### config.mk
export PLATFORM = sky130hd
export DESIGN_NAME = multiplier_nbit_seq
export DESIGN_NICKNAME = d
export VERILOG_FILES = /design/src/rtl/multiplier_nbit_seq.sv
export SDC_FILE = /design/constraint.sdc
export NUM_CORES = 1
export LEC_CHECK = 0
export BUFFER_PORTS_ARGS = -buffer_cell sky130_fd_sc_hd__buf_2
export CAP_MARGIN = 20
export CORE_MARGIN = 3
export CORE_UTILIZATION = 58
export DETAILED_ROUTE_END_ITERATION = 16
export GPL_TIMING_DRIVEN = 0
export HOLD_SLACK_MARGIN = 0.02
export PLACE_DENSITY = 0.79
export SKIP_CTS_REPAIR_TIMING = 1
export SYNTH_ARGS = -nofsm -noshare
export SYNTH_HDL_FRONTEND = slang
export SYNTH_SLANG_ARGS = --single-unit
### constraint.sdc
create_clock -name clk -period 6.8 [get_ports clk]
set_input_delay 1.36 -clock clk [delete_from_list [all_inputs] [get_ports clk]]
set_output_delay 1.36 -clock clk [all_outputs]
set_load 0.01 [all_outputs]
### src/rtl/multiplier_nbit_seq.sv
// Sequential shift-add multiplier with carry-in and signed/unsigned modes.
// It processes one multiplier bit per clock. A start/busy/done handshake
// frames each operation. The product is A*B + carry_in, modulo 2^(2*WIDTH).
// The result registers hold their value until the next accepted start completes.
module multiplier_nbit_seq #(
    parameter int WIDTH = 4
) (
    input  logic                 clk,
    input  logic                 rst_n,
    input  logic                 start,
    input  logic                 signed_mode,
    input  logic [WIDTH-1:0]     A,
    input  logic [WIDTH-1:0]     B,
    input  logic                 carry_in,
    output logic                 busy,
    output logic                 done,
    output logic [2*WIDTH-1:0]   PRODUCT,
    output logic                 carry_out
);

    localparam int CNT_W = $clog2(WIDTH + 1);

    typedef enum logic [1:0] {
        IDLE,
        CALC,
        FINISH
    } state_t;

    state_t state;
    state_t state_next;

    logic [CNT_W-1:0]   counter;
    logic [WIDTH-1:0]   mcand;
    logic [WIDTH-1:0]   mult;
    logic [WIDTH:0]     acc;
    logic               neg;
    logic               cin;
    logic               mode;

    logic               load;
    logic               step;
    logic               finish;

    logic [WIDTH-1:0]   a_mag;
    logic [WIDTH-1:0]   b_mag;
    logic [WIDTH:0]     acc_sum;
    logic [2*WIDTH-1:0] prod_mag;
    logic [2*WIDTH-1:0] prod_signed;
    logic [2*WIDTH-1:0] prod_final;
    logic               overflow;

    // State register; reset aborts any operation in flight
    always_ff @(posedge clk or negedge rst_n) begin
        if (!rst_n) begin
            state <= IDLE;
        end else begin
            state <= state_next;
        end
    end

    // Next-state logic: start is only honoured in IDLE, so it is ignored while busy
    always_comb begin
        state_next = state;
        case (state)
            IDLE:    if (start) state_next = CALC;
            CALC:    if (counter == CNT_W'(WIDTH - 1)) state_next = FINISH;
            FINISH:  state_next = IDLE;
            default: state_next = IDLE;
        endcase
    end

    // Control decode driving the datapath enables
    always_comb begin
        load   = (state == IDLE) && start;
        step   = (state == CALC);
        finish = (state == FINISH);
    end

    // Operand magnitudes, the add step and the final sign/carry-in correction.
    // Magnitudes are WIDTH-bit unsigned values, which keeps 2^(WIDTH-1) exact.
    always_comb begin
        a_mag       = (signed_mode && A[WIDTH-1]) ? (~A + WIDTH'(1)) : A;
        b_mag       = (signed_mode && B[WIDTH-1]) ? (~B + WIDTH'(1)) : B;
        acc_sum     = acc + (mult[0] ? {1'b0, mcand} : {(WIDTH + 1){1'b0}});
        prod_mag    = {acc[WIDTH-1:0], mult};
        prod_signed = neg ? (~prod_mag + (2*WIDTH)'(1)) : prod_mag;
        prod_final  = prod_signed + (2*WIDTH)'(cin);
        if (mode) begin
            overflow = !((&prod_final[2*WIDTH-1:WIDTH-1]) ||
                         (~|prod_final[2*WIDTH-1:WIDTH-1]));
        end else begin
            overflow = |prod_final[2*WIDTH-1:WIDTH];
        end
    end

    // Datapath and registered outputs: capture, shift-add iterations, result commit
    always_ff @(posedge clk or negedge rst_n) begin
        if (!rst_n) begin
            counter   <= '0;
            mcand     <= '0;
            mult      <= '0;
            acc       <= '0;
            neg       <= 1'b0;
            cin       <= 1'b0;
            mode      <= 1'b0;
            busy      <= 1'b0;
            done      <= 1'b0;
            PRODUCT   <= '0;
            carry_out <= 1'b0;
        end else begin
            busy <= (state_next != IDLE);
            done <= finish;
            if (load) begin
                mcand   <= a_mag;
                mult    <= b_mag;
                acc     <= '0;
                counter <= '0;
                neg     <= signed_mode && (A[WIDTH-1] ^ B[WIDTH-1]);
                cin     <= carry_in;
                mode    <= signed_mode;
            end else if (step) begin
                acc     <= {1'b0, acc_sum[WIDTH:1]};
                mult    <= {acc_sum[0], mult[WIDTH-1:1]};
                counter <= counter + CNT_W'(1);
            end else if (finish) begin
                PRODUCT   <= prod_final;
                carry_out <= overflow;
            end
        end
    end

endmodule
==> flow_metrics.env, run 1 <==
export IMPL_status="complete, no violations"
export IMPL_drtAntennaViolNets=0
export IMPL_cp_arrival_ns=3.03
export IMPL_finalSetupTns_ns=0
export IMPL_maxSlewViolCount=0
export IMPL_synth_nets=243
export IMPL_drive_above_1_share_pct=20.1
export IMPL_placed_area_um2=2220
export IMPL_nets=273
export IMPL_gp_congestion=0.851
export IMPL_final_fill_count=279
export IMPL_core_um2=3200
export IMPL_ys_flop_type="dfrtp_1"
export IMPL_worst_pin_slew_ns=0.688
export IMPL_syn2layout_area_growth_pct=12.3
export IMPL_cts_tree="built"
export IMPL_grt_pass1_wl_um=7250
export IMPL_synth_edff_count=0
export IMPL_row_count=20
export IMPL_post_drt_wl_per_cell_um=14.3
export IMPL_htree_levels=2
export IMPL_dr_pass1_iters=4
export IMPL_rsz0062_at_grt="no"
export IMPL_numCtsBuffers=5
export IMPL_drc=0
export IMPL_die_area_um2=4280
export IMPL_clock_sinks=31
export IMPL_cp_start_kind="flop"
export IMPL_synth_cell_type_count=51
export IMPL_synth_seq_cells=31
export IMPL_drtIter0Drc=127
export IMPL_synth_warning_count=0
export IMPL_synth_avg_cell_area_um2=9.39
export IMPL_clock_latency_ns=0.34
export IMPL_total_power_mw=1.02
export IMPL_grt_max_degree=32
export IMPL_cp_data_required_time_ns=7.01
export IMPL_ir_drop_mv=0.224
export IMPL_hold_path_startpoint="PRODUCT[1]"
export IMPL_grt_util_all_layers_pct=22.3
export IMPL_cp_startpoint="mult[0]"
export IMPL_slowest_delay_ns=0.37
export IMPL_overflow=0
export IMPL_seq_area_frac_synth_pct=37.9
export IMPL_synthCells=218
export IMPL_finalHoldViolCount=0
export IMPL_die_width_um=65.4
export IMPL_worst_path_buf_inv=3
export IMPL_start_util_pct=63.9
export IMPL_multi_input_area_um2=1150
export IMPL_async_flop_share_pct=100
export IMPL_crit_chain="buf_4 > inv_1 > ha_1 > and2_1 > a21o_1 > ha_1 > buf_2 > a21oi_1 > a31oi_1 > a311oi_1 > xnor2_1 > and3_1 > a31oi_1"
export IMPL_critPathMaxFanout=9
export IMPL_path_class="reg -> reg"
export IMPL_ios=24
export IMPL_fin_area_um2=2300
export IMPL_port_buffers=23
export IMPL_max_freq_mhz=354
export IMPL_diodes=0
export IMPL_place_hpwl_um=3290
export IMPL_cp_end_kind="flop"
export IMPL_antenna_found_initial=0
export IMPL_die_h_um=65.4
export IMPL_relSlewSlack_pct=54.1
export IMPL_timing_rr_start="mult[0]"
export IMPL_wirelength_um=4180
export IMPL_grt_pass1_vias=1582
export IMPL_path_clk_slew_ns=0.10
export IMPL_leakage_nw=1.08
export IMPL_clk_path_buf_depth=2
export IMPL_period_share_pct=41.5
export IMPL_critical_path_top_delay_family="compound AO/OA/AOI/OAI gates"
export IMPL_syn_cell_area_um2=2050
export IMPL_vias=1671
export IMPL_seq_area_um2=776
export IMPL_crit_slowest_cell="dfrtp_1"
export IMPL_max_cap_violations=0
export IMPL_cts_root_buffer="clkbuf_4"
export IMPL_clock_skew_ns=0.00873
export IMPL_hold_class="reg -> reg"
export IMPL_finalSetupViolations=0
export IMPL_power_per_cell_area_nw_per_um2=443
export IMPL_via_per_inst=5.70
export IMPL_post_route_min_period_ns=2.82
-- tightest hold or removal path: stages, from the launching register on --
cell and delay, ns:
dfrtp_1 0.35, nand2_1 0.05, nand2_1 0.06
-- synthesized netlist by cell type, types with 4 or more instances --
cell / n / share of area [%]
nor2b_1: 4 / 1.2
a21oi_1: 9 / 2.2
xnor2_1: 10 / 4.3
ha_1: 11 / 6.7
o21ai_0: 10 / 2.4
o21ai_1: 7 / 1.7
xor2_1: 7 / 3.0
nand2_1: 24 / 4.4
buf_2: 4 / 0.98
a22oi_1: 4 / 1.5
nand3_1: 4 / 0.98
clkbuf_1: 4 / 0.73
o22ai_1: 4 / 1.2
inv_1: 12 / 2.2
dfrtp_1: 31 / 38
nand2b_1: 8 / 2.4
and2_1: 4 / 1.2
nor2_1: 12 / 2.2
-- placed cells by master (no fill, tap or decap), types with 8 or more instances in the layout --
master,count
inv_1,12
o21ai_0,10
nand2_1,24
buf_2,27
xnor2_1,10
nand2b_1,8
ha_1,11
dfrtp_1,31
nor2_1,12
a21oi_1,9
-- cell type report --
type                       instances  share of cell area, %
multi-input combinational        163                   50.0
sequential                        31                   33.8
timing repair buffer              23                   5.01
buffer                            12                   3.32
tap                               44                   2.40
inverter                          12                   1.96
clock inverter                     3                   1.91
clock buffer                       5                   1.63
-- stage by stage --
stage,std cells,hold slack (ns),utilization [%],setup WS [ns]
3_3_place_gp,285,0.455,69.2,4.04
3_5_place_dp,285,0.463,69.2,4.00
2_1_floorplan,218,0.466,-,4.26
6_report,293,0.486,71.8,3.98
4_1_cts,293,0.486,71.8,3.98
5_1_grt,293,0.506,71.8,3.72
-- flip-flops by register name, indices dropped and copies added, names as in the netlist --
| register | count |
|---|---|
| mcand | 4 |
| neg | 1 |
| cin | 1 |
| PRODUCT | 8 |
| counter | 3 |
| acc | 4 |
| mult | 4 |
| busy | 1 |
| done | 1 |
| carry_out | 1 |
| state | 2 |
| mode | 1 |
-- where the power goes --
part	internal, mW	switching [mW]
Clock	0.0773	0.0667
Combinational	0.239	0.316
Sequential	0.260	0.0590
-- path summary, 6_finish.rpt --
check                             end  depth (start not counted)  slack (ns)
min                        PRODUCT[1]                          2        0.49
max reg2reg                 carry_out                         13        3.98
max                         carry_out                         13        3.98
min in group asynchronous    state[1]                          1        1.04
min reg2reg                PRODUCT[1]                          2        0.49
max in group asynchronous  PRODUCT[2]                          1        5.33
-- cell families after synthesis --
family          synth area share (%)
simple gates                    19.3
compound gates                  19.7
flops                           37.9
buf+inv                         5.93
xor+xnor                        7.27
fa+ha+maj                       7.70
mux                             2.14
-- layer usage --
layer | GRT usage [%] | up-vias | share of wire [%]
met1 | 31.1 | 791 | 47
met5 | 0 | - | 0
met3 | 4.62 | 6 | 5.4
li1 | - | 831 | -
met2 | 34.5 | 43 | 46
met4 | 7.25 | 0 | 0.96
(Power assumes the default switching activity.)
==> run 2: changes to the inputs <==
==> constraint.sdc (replaced) <==
create_clock -name clk -period 2.6 [get_ports clk]
set_input_delay 0.52 -clock clk [delete_from_list [all_inputs] [get_ports clk]]
set_output_delay 0.52 -clock clk [all_outputs]
set_load 0.01 [all_outputs]
==> flow_metrics.env, run 2 (synthesized netlist as in run 1, its figures left out) <==
export IMPL_leakage_nw=1.14
export IMPL_diodes=0
export IMPL_grt_util_all_layers_pct=22.3
export IMPL_die_h_um=65.4
export IMPL_die_area_um2=4280
export IMPL_clock_sinks=31
export IMPL_largest_register_ffs=8
export IMPL_grtUsageMet3_pct=4.62
export IMPL_overflow=0
export IMPL_die_width_um=65.4
export IMPL_clk_path_buf_depth=2
export IMPL_relSlewSlack_pct=54.3
export IMPL_top_register="PRODUCT"
export IMPL_dpl_cell_count=285
export IMPL_finalSetupViolations=1
export IMPL_max_cap_violations=0
export IMPL_layout_commonest_cell="dfrtp_1"
export IMPL_start_util_pct=63.9
export IMPL_port_buffers=23
export IMPL_gp_congestion=0.851
export IMPL_grt_pass1_wl_um=7250
export IMPL_dr_pass1_iters=4
export IMPL_antenna_found_initial=0
export IMPL_cts_root_buffer="clkbuf_4"
export IMPL_post_drt_wl_per_cell_um=14.4
export IMPL_cp_startpoint="mult[0]"
export IMPL_syn2layout_area_growth_pct=18.2
export IMPL_maxSlewViolCount=0
export IMPL_cts_tree="built"
export IMPL_period_share_pct=100
export IMPL_rsz0062_at_grt="yes"
export IMPL_grt_max_degree=32
export IMPL_cp_start_kind="flop"
export IMPL_via_per_inst=5.73
export IMPL_critPathMaxFanout=7
export IMPL_grt_pass1_vias=1582
export IMPL_cp_data_required_time_ns=2.82
export IMPL_gr_usage_met2_pct=34.5
export IMPL_cp_end_kind="flop"
export IMPL_max_freq_mhz=383
export IMPL_final_core_util_pct=75.5
export IMPL_htree_levels=2
export IMPL_numCtsBuffers=5
export IMPL_timing_rr_start="mult[0]"
export IMPL_row_count=20
export IMPL_path_clk_slew_ns=0.11
export IMPL_stdcell_count=303
export IMPL_place_hpwl_um=3290
export IMPL_total_power_mw=2.83
export IMPL_met1_usage_pct=31.1
export IMPL_ios=24
export IMPL_drc=0
export IMPL_drive_above_1_share_pct=25.5
export IMPL_mostFrequentLayoutCells="dfrtp_1 (31), buf_2 (26), nand2_1 (24), nor2_1 (12), inv_1 (11)"
export IMPL_nets=283
export IMPL_drtAntennaViolNets=0
export IMPL_clock_latency_ns=0.35
export IMPL_post_route_min_period_ns=2.61
export IMPL_wirelength_um=4360
export IMPL_vias=1735
export IMPL_post_place_ws_ns=-0.195
export IMPL_ir_drop_mv=0.594
export IMPL_hold_class="in -> async"
export IMPL_clock_skew_ns=0.00838
export IMPL_violations="setup timing"
export IMPL_holdWs_ns=0.192
export IMPL_grt_busiest_layer="met2"
export IMPL_layout_setup_ws_ns=-0.0125
export IMPL_path_class="reg -> reg"
export IMPL_core_um2=3200
export IMPL_drtIter0Drc=149
export IMPL_worst_pin_slew_ns=0.684
export IMPL_cp_arrival_ns=2.83
export IMPL_status="finished with violations"
export IMPL_finalHoldViolCount=0
export IMPL_power_per_cell_area_nw_per_um2=1170
[run 2: layer usage]
metal,vias up,share of wire [%]
met3,8,5.3
li1,855,-
met1,826,47
met5,-,0
met2,46,46
met4,0,1.4
[run 2: final cells by class]
| cell class | instances | area (µm²) |
|---|---|---|
| multi-input combinational | 163 | 1180 |
| fill | 254 | 783 |
| sequential | 31 | 776 |
| timing repair buffer | 33 | 190 |
| buffer | 12 | 86.3 |
| tap | 44 | 55.1 |
| inverter | 12 | 50.0 |
| clock inverter | 3 | 43.8 |
| clock buffer | 5 | 37.5 |
[run 2: path summary, 6_finish.rpt]
| path | endpoint | slack (ns) | cells past startpoint |
|---|---|---|---|
| min in group clk | cin | 0.40 | 2 |
| worst max-delay path | carry_out | -0.01 | 13 |
| max in group asynchronous | PRODUCT[2] | 1.97 | 1 |
| worst min register to register | PRODUCT[1] | 0.49 | 2 |
| worst min-delay path | state[0] | 0.19 | 1 |
| worst max register to register | carry_out | -0.01 | 13 |
[run 2: metrics by stage]
step	instance area, µm²	setup TNS (ns)
floorplan	2050	0
global placement	2220	-0.122
detailed placement	2220	-0.195
CTS	2300	-0.220
global route	2420	-0.159
finish	2420	-0.0125
[run 2: worst max-delay path, stage by stage, from the launching register on]
cell and delay (ns):
dfrtp_1 0.39, buf_6 0.15, inv_6 0.04, ha_4 0.24, and2_4 0.14, a21o_1 0.09
ha_2 0.17, buf_6 0.11, or3b_1 0.34, a31oi_1 0.22, a311oi_2 0.08, xnor2_2 0.25
and3_1 0.18, a31oi_1 0.08
[run 2: power by group]
group	internal [mW]	switching, mW
combinational	0.733	0.881
sequential	0.681	0.155
clock	0.202	0.180
total	1.62	1.22
